--- src/rtl/spi_flash_responder.sv ---
// SPI flash responder: device end of a single-lane 0x03 READ, mode 3.
// Decodes command and 24-bit address from mosi, then streams bytes on miso.
// Ports: clk/rstn (async, active high), sclk/cs/mosi pins in, miso/miso_oe
// out, mem_req/mem_addr/mem_ack/mem_rdata byte memory port, and
// busy/cmd_err/underrun status.
module spi_flash_responder #(
  parameter int SYNC_STAGES = 2
) (
  input  logic        clk,
  input  logic        rstn,
  input  logic        sclk,
  input  logic        cs,
  input  logic        mosi,
  output logic        miso,
  output logic        miso_oe,
  output logic        mem_req,
  output logic [23:0] mem_addr,
  input  logic        mem_ack,
  input  logic [7:0]  mem_rdata,
  output logic        busy,
  output logic        cmd_err,
  output logic        underrun
);

  typedef enum logic [2:0] {
    IDLE, CMD, ADDR, DATA, IGNORE
  } state_t;

  localparam int L = SYNC_STAGES - 1;

  state_t            state;
  logic [L:0]        sclk_sy;
  logic [L:0]        cs_sy;
  logic [L:0]        mosi_sy;
  logic              sclk_q;
  logic              cs_q;
  logic [22:0]       sh;
  logic [4:0]        bcnt;
  logic [2:0]        dcnt;
  logic [7:0]        dout;
  logic [7:0]        pbuf;
  logic              buf_full;
  logic [23:0]       addr;
  logic              fetch_pend;
  logic              discard;

  logic              s_sclk;
  logic              s_cs;
  logic              rise;
  logic              fall;
  logic              cs_rise;
  logic              cs_fall;
  logic [23:0]       shin;
  logic              ack_ok;
  logic              avail;
  logic [7:0]        nbyte;
  logic              boundary;
  logic              addr_done;
  logic              req_go;
  logic [23:0]       go_addr;

  // Pins idle high, so the synchronizers reset to 1 to avoid false edges.
  always_ff @(posedge clk or posedge rstn) begin
    if (rstn) begin
      sclk_sy <= '1;
      cs_sy   <= '1;
      mosi_sy <= '0;
      sclk_q  <= 1'b1;
      cs_q    <= 1'b1;
    end else begin
      sclk_sy <= {sclk_sy[L-1:0], sclk};
      cs_sy   <= {cs_sy[L-1:0], cs};
      mosi_sy <= {mosi_sy[L-1:0], mosi};
      sclk_q  <= sclk_sy[L];
      cs_q    <= cs_sy[L];
    end
  end

  always_comb begin
    s_sclk  = sclk_sy[L];
    s_cs    = cs_sy[L];
    // sclk edges only count while cs is low; a cs rise masks them.
    rise    = s_sclk & ~sclk_q & ~s_cs;
    fall    = ~s_sclk & sclk_q & ~s_cs;
    cs_rise = s_cs & ~cs_q;
    cs_fall = ~s_cs & cs_q;
    shin    = {sh, mosi_sy[L]};
    // An ack landing on a byte boundary is used directly.
    ack_ok  = mem_ack & mem_req & ~discard;
    avail   = buf_full | ack_ok;
    nbyte   = buf_full ? pbuf : mem_rdata;
    boundary  = (state == DATA) & fall
              & (dcnt == 3'd7);
    addr_done = (state == ADDR) & rise
              & (bcnt == 5'd0);
    req_go  = ~mem_req & (addr_done
            | ((fetch_pend | boundary)
               & (state == DATA) & ~s_cs));
    go_addr = addr_done ? shin : addr;
  end

  always_ff @(posedge clk or posedge rstn) begin
    if (rstn) begin
      state      <= IDLE;
      miso       <= 1'b0;
      miso_oe    <= 1'b0;
      mem_req    <= 1'b0;
      mem_addr   <= '0;
      busy       <= 1'b0;
      cmd_err    <= 1'b0;
      underrun   <= 1'b0;
      sh         <= '0;
      bcnt       <= '0;
      dcnt       <= '0;
      dout       <= '0;
      pbuf       <= '0;
      buf_full   <= 1'b0;
      addr       <= '0;
      fetch_pend <= 1'b0;
      discard    <= 1'b0;
    end else begin
      if (mem_req && mem_ack) begin
        mem_req <= 1'b0;
        if (!discard) begin
          pbuf     <= mem_rdata;
          buf_full <= 1'b1;
        end
      end
      if (req_go) begin
        mem_req    <= 1'b1;
        mem_addr   <= go_addr;
        addr       <= go_addr + 24'd1;
        fetch_pend <= 1'b0;
        discard    <= 1'b0;
      end
      if (cs_rise) begin
        state      <= IDLE;
        miso       <= 1'b0;
        miso_oe    <= 1'b0;
        busy       <= 1'b0;
        fetch_pend <= 1'b0;
        buf_full   <= 1'b0;
        // A request still in flight completes, but its data is dropped.
        if (mem_req && !mem_ack) discard <= 1'b1;
      end else begin
        unique case (state)
          IDLE: begin
            if (cs_fall) begin
              state    <= CMD;
              bcnt     <= 5'd7;
              cmd_err  <= 1'b0;
              underrun <= 1'b0;
              busy     <= 1'b1;
            end
          end
          CMD: begin
            if (rise) begin
              sh <= shin[22:0];
              if (bcnt == 5'd0) begin
                if (shin[7:0] == 8'h03) begin
                  state <= ADDR;
                  bcnt  <= 5'd23;
                end else begin
                  state   <= IGNORE;
                  cmd_err <= 1'b1;
                end
              end else begin
                bcnt <= bcnt - 5'd1;
              end
            end
          end
          ADDR: begin
            if (rise) begin
              sh <= shin[22:0];
              if (bcnt == 5'd0) begin
                state <= DATA;
                dcnt  <= 3'd7;
                // Blocked by an old request: fetch once it is acked.
                if (!req_go) begin
                  addr       <= shin;
                  fetch_pend <= 1'b1;
                end
              end else begin
                bcnt <= bcnt - 5'd1;
              end
            end
          end
          DATA: begin
            if (fall) begin
              miso_oe <= 1'b1;
              dcnt    <= dcnt - 3'd1;
              if (boundary) begin
                miso     <= avail & nbyte[7];
                dout     <= avail ? {nbyte[6:0], 1'b0}
                                  : 8'h00;
                buf_full <= 1'b0;
                if (!avail) underrun <= 1'b1;
                if (!req_go) begin
                  fetch_pend <= 1'b1;
                  // Skipped byte: move on past it.
                  if (fetch_pend) addr <= addr + 24'd1;
                  if (mem_req && !mem_ack) discard <= 1'b1;
                end
              end else begin
                miso <= dout[7];
                dout <= {dout[6:0], 1'b0};
              end
            end
          end
          IGNORE: begin
          end
          default: state <= IDLE;
        endcase
      end
    end
  end

endmodule
--- config.mk ---
export PLATFORM = sky130hd
export DESIGN_NAME = spi_flash_responder
export DESIGN_NICKNAME = d
export VERILOG_FILES = /design/src/rtl/spi_flash_responder.sv
export SDC_FILE = /design/constraint.sdc
export NUM_CORES = 1
export LEC_CHECK = 0
export CAP_MARGIN = 0
export CORE_UTILIZATION = 45
export CTS_CLUSTER_DIAMETER = 150
export DETAILED_ROUTE_END_ITERATION = 10
export HOLD_SLACK_MARGIN = 0.05
export PLACE_DENSITY = 0.6
export SLEW_MARGIN = 30
export SYNTH_ARGS = -nofsm -noshare
export SYNTH_HDL_FRONTEND = slang
export SYNTH_SLANG_ARGS = --single-unit
--- constraint.sdc ---
create_clock -name clk -period 10.45 [get_ports clk]
set_input_delay 2.6125 -clock clk [delete_from_list [all_inputs] [get_ports clk]]
set_output_delay 2.6125 -clock clk [all_outputs]
set_load 0.005 [all_outputs]
==> results.json <==
{
  "cts_setup_buffers": 0,
  "critPathMaxStageDelay_ps": 720,
  "synth_seq_cells": 114,
  "ios": 44,
  "crit_cells": 1,
  "vias": 6367,
  "viasPerCell": 6.182,
  "fmax_mhz": 228.6,
  "fin_crit_ps": 4375,
  "drc": 0,
  "async_flop_share_pct": 100.0,
  "h-tree-depth": 4,
  "yosys-top-cells-area": "dfrtp_1 (38%), nand2_1 (6.8%), o21ai_0 (4.7%)",
  "synth_top_family_by_area": "simple AND/OR/NAND/NOR gates",
  "crit_end": "mem_req",
  "max_cap_viol_count": 0,
  "clk_path_buf_depth": 2,
  "grt_max_degree": 69,
  "initial_core_util_pct": 46.28,
  "ys_warn_count": 0,
  "arrival_ps": 1760,
  "worstMarginPinSlew_ps": 1006,
  "reg2reg_from": "state[0]$_DFFE_PP0P_",
  "root_buffer": "clkbuf_16",
  "clkSinkCount": 114,
  "startpoint_type": "flip-flop",
  "grt_pass1_vias": 6224,
  "status": "finished, final reports clean",
  "synth_xor_area_share_pct": 3.349,
  "end_kind": "primary output",
  "post-dp-hpwl_mm": 13.58,
  "netlist.area_leader.share_pct": 38.27,
  "yosys_most_used_dff": "dfrtp_1",
  "die_h_um": 127.3,
  "post_drt_wl_per_cell_um": 20.04,
  "ctsResizeCount": 0,
  "grt_pass1_wl_mm": 34.02,
  "dieArea_um2": 16200,
  "synth_nets": 827,
  "crit_required_ps": 7840,
  "die_x_um": 127.3,
  "worstSetupStartpoint": "mem_req$_DFFE_PP0P_",
  "syn2layout_area_growth_pct": 15.13,
  "crit_chain": "clkdlybuf4s50_1",
  "worst-path-buf-inv": 1,
  "cts_tree": "done",
  "synth-edff-count": 0,
  "worstHoldPathType": "flip-flop to flip-flop",
  "dr.first_iter.drc_count": 560,
  "critPathSlowestCell": "dfrtp_1",
  "diodes": 0,
  "post-route-period-util_pct": 41.87,
  "synthAdderAreaFrac_pct": 1.417,
  "reg2reg_slack_ps": 6530,
  "p_leak_uw": 0.003330,
  "drv_slew": 0,
  "yosysUniqueCellTypes": 80,
  "antenna_left": 0,
  "clkTransAtPathRegs_ps": 60,
  "cts_buffers": 17,
  "setup_viol": 0,
  "relSlewSlack_pct": 32.54,
  "synth_seq_area_share_pct": 40.50,
  "final_hold_viol_count": 0,
  "overflow": 0,
  "synthesis.area_um2": 7062,
  "ir_drop_mv": 0.1282,
  "syn_area_per_cell_um2": 8.772,
  "port_buffers": 43,
  "routed_wl_mm": 20.65,
  "tns_ps": 0,
  "netlist_instances": 805,
  "cp_max_fo": 13,
  "rr_worst_depth": 7,
  "nFillCells": 1417,
  "clkLatencyLatePin_ps": 440,
  "gr-usage-all-layers_pct": 27.23,
  "core_um2": 15260,
  "drt-pass1-iter-count": 5,
  "drive_gt1_share_pct": 11.84,
  "antenna_found_initial": 0,
  "synth_compound_area_share_pct": 20.92,
  "yosysTopAreaCell": "dfrtp_1",
  "crit_family": "flip-flops",
  "yosys.area_share.simple_pct": 21.85,
  "rows": 45,
  "nets": 828,
  "grt_setup_unrepaired": "false",
  "finClkSkew_ps": 8.699,
  "path_class": "flip-flop to primary output",
  "synthMuxAreaShare_pct": 7.052,
  "gp_congestion": 0.8967,
  "timing.rr.end": "addr[11]$_DFF_PP0_",
  "ctsHoldBuffers": 0,
  "fin_util_pct": 53.28,
  "p_per_area_nw_per_um2": 145.7
}
-- report_power, final --
group | internal (µW) | switching, µW | total, µW
Clock | 334 | 227 | 561
Sequential | 466 | 46.7 | 513
Combinational | 52.2 | 58.5 | 111
Total | 853 | 332 | 1180
-- cells in the mapped netlist (9+ instances only) --
cell	instances
nand4_1	19
dfrtp_1	108
clkbuf_1	51
nand2_1	128
o211ai_1	9
nor3_1	12
nand3_1	27
a21oi_1	34
mux2i_1	19
mux2_2	26
nor4_1	12
xor2_1	11
o21ai_0	67
inv_1	13
nor2_1	53
a31oi_1	22
a221oi_1	9
xnor2_1	16
-- logic make-up after synthesis --
family | after synthesis
AOI/OAI and AO/OA | 222
xor gates and xnor gates | 27
adders and majority gates | 8
buffers and inverters | 82
DFF | 114
muxes | 46
and+or+nand+nor | 306
-- worst min path at each step --
stage | slack (ps) | endpoint | cells after the start | start
finish | 350 | mosi_sy[1]$_DFF_PP0_ | 0 | mosi_sy[0]$_DFF_PP0_
global route | 360 | cs_sy[1]$_DFF_PP1_ | 0 | cs_sy[0]$_DFF_PP1_
CTS | 360 | mosi_sy[1]$_DFF_PP0_ | 0 | mosi_sy[0]$_DFF_PP0_
detailed placement | 340 | mosi_sy[1]$_DFF_PP0_ | 0 | mosi_sy[0]$_DFF_PP0_
global placement | 330 | mosi_sy[1]$_DFF_PP0_ | 0 | mosi_sy[0]$_DFF_PP0_
floorplan | 330 | mosi_sy[1]$_DFF_PP0_ | 0 | mosi_sy[0]$_DFF_PP0_
-- cell type report --
class,instances,area [µm²],share of cell area [%]
multi-input cells,609,3892,47.88
flip-flops and latches,114,2860,35.18
repair buffers,50,486.7,5.986
clock buffers,18,439.2,5.402
well taps,211,264.0,3.247
clock inverters,14,132.6,1.631
inverters,14,55.05,0.6771
-- flip-flops by register name, summed over array words and instances, names as in the netlist, 2 cells and up --
signal	count
addr	24
mem_addr	24
sh	23
pbuf	8
dout	7
bcnt	5
dcnt	3
state	3
cs_sy	2
mosi_sy	2
sclk_sy	2
-- per-stage QoR --
step / cell area [µm²] / hold slack, ps / instances / setup WS (ps) / power, µW
floorplan: 7062 / 331.2 / 805 / 4832 / 597.0
global placement: 7542 / 333.6 / 998 / 6014 / 624.0
detailed placement: 7555 / 342.7 / 998 / 5969 / 629.7
CTS: 8127 / 355.6 / 1030 / 6083 / 1190
global route: 8130 / 362.7 / 1030 / 6019 / 1234
finish: 8130 / 354.2 / 1030 / 6075 / 1185
-- routing by layer --
metal | vias to the layer above | track usage [%] | share of wire [%]
li1 | 2976 | - | -
met1 | 3112 | 36.86 | 45
met2 | 243 | 43.23 | 47
met3 | 36 | 5.360 | 6.1
met4 | 0 | 10.08 | 2.0
met5 | - | 0 | 0
-- cell usage in the layout, fill, tap and decap left out, types with 4 or more instances in the layout --
cell type        instances
nand4_1                 19
and2_1                   5
o211ai_1                 9
dfstp_2                  6
o21a_1                   4
o221ai_1                 4
a31oi_1                 21
mux2i_1                 19
nor3_1                  10
a21o_1                   6
o22a_1                   5
nand3_1                 27
mux2_2                  26
a221oi_1                 9
buf_4                    6
a21oi_1                 34
ha_1                     7
and4_1                   6
a32oi_1                  6
clkbuf_16               17
a22o_1                   5
o31ai_1                  7
xor2_1                  11
nor4_1                  12
clkinv_4                 6
or3b_2                   4
a22oi_1                  4
a211oi_1                 5
nand2_1                128
dfrtp_1                108
o21ai_0                 67
xnor2_1                 16
nor2_1                  53
clkdlybuf4s50_1         43
inv_1                   12
and3_1                   5
a21boi_0                 4
o41ai_1                  4
or4_1                    8
(Power assumes the default switching activity.)
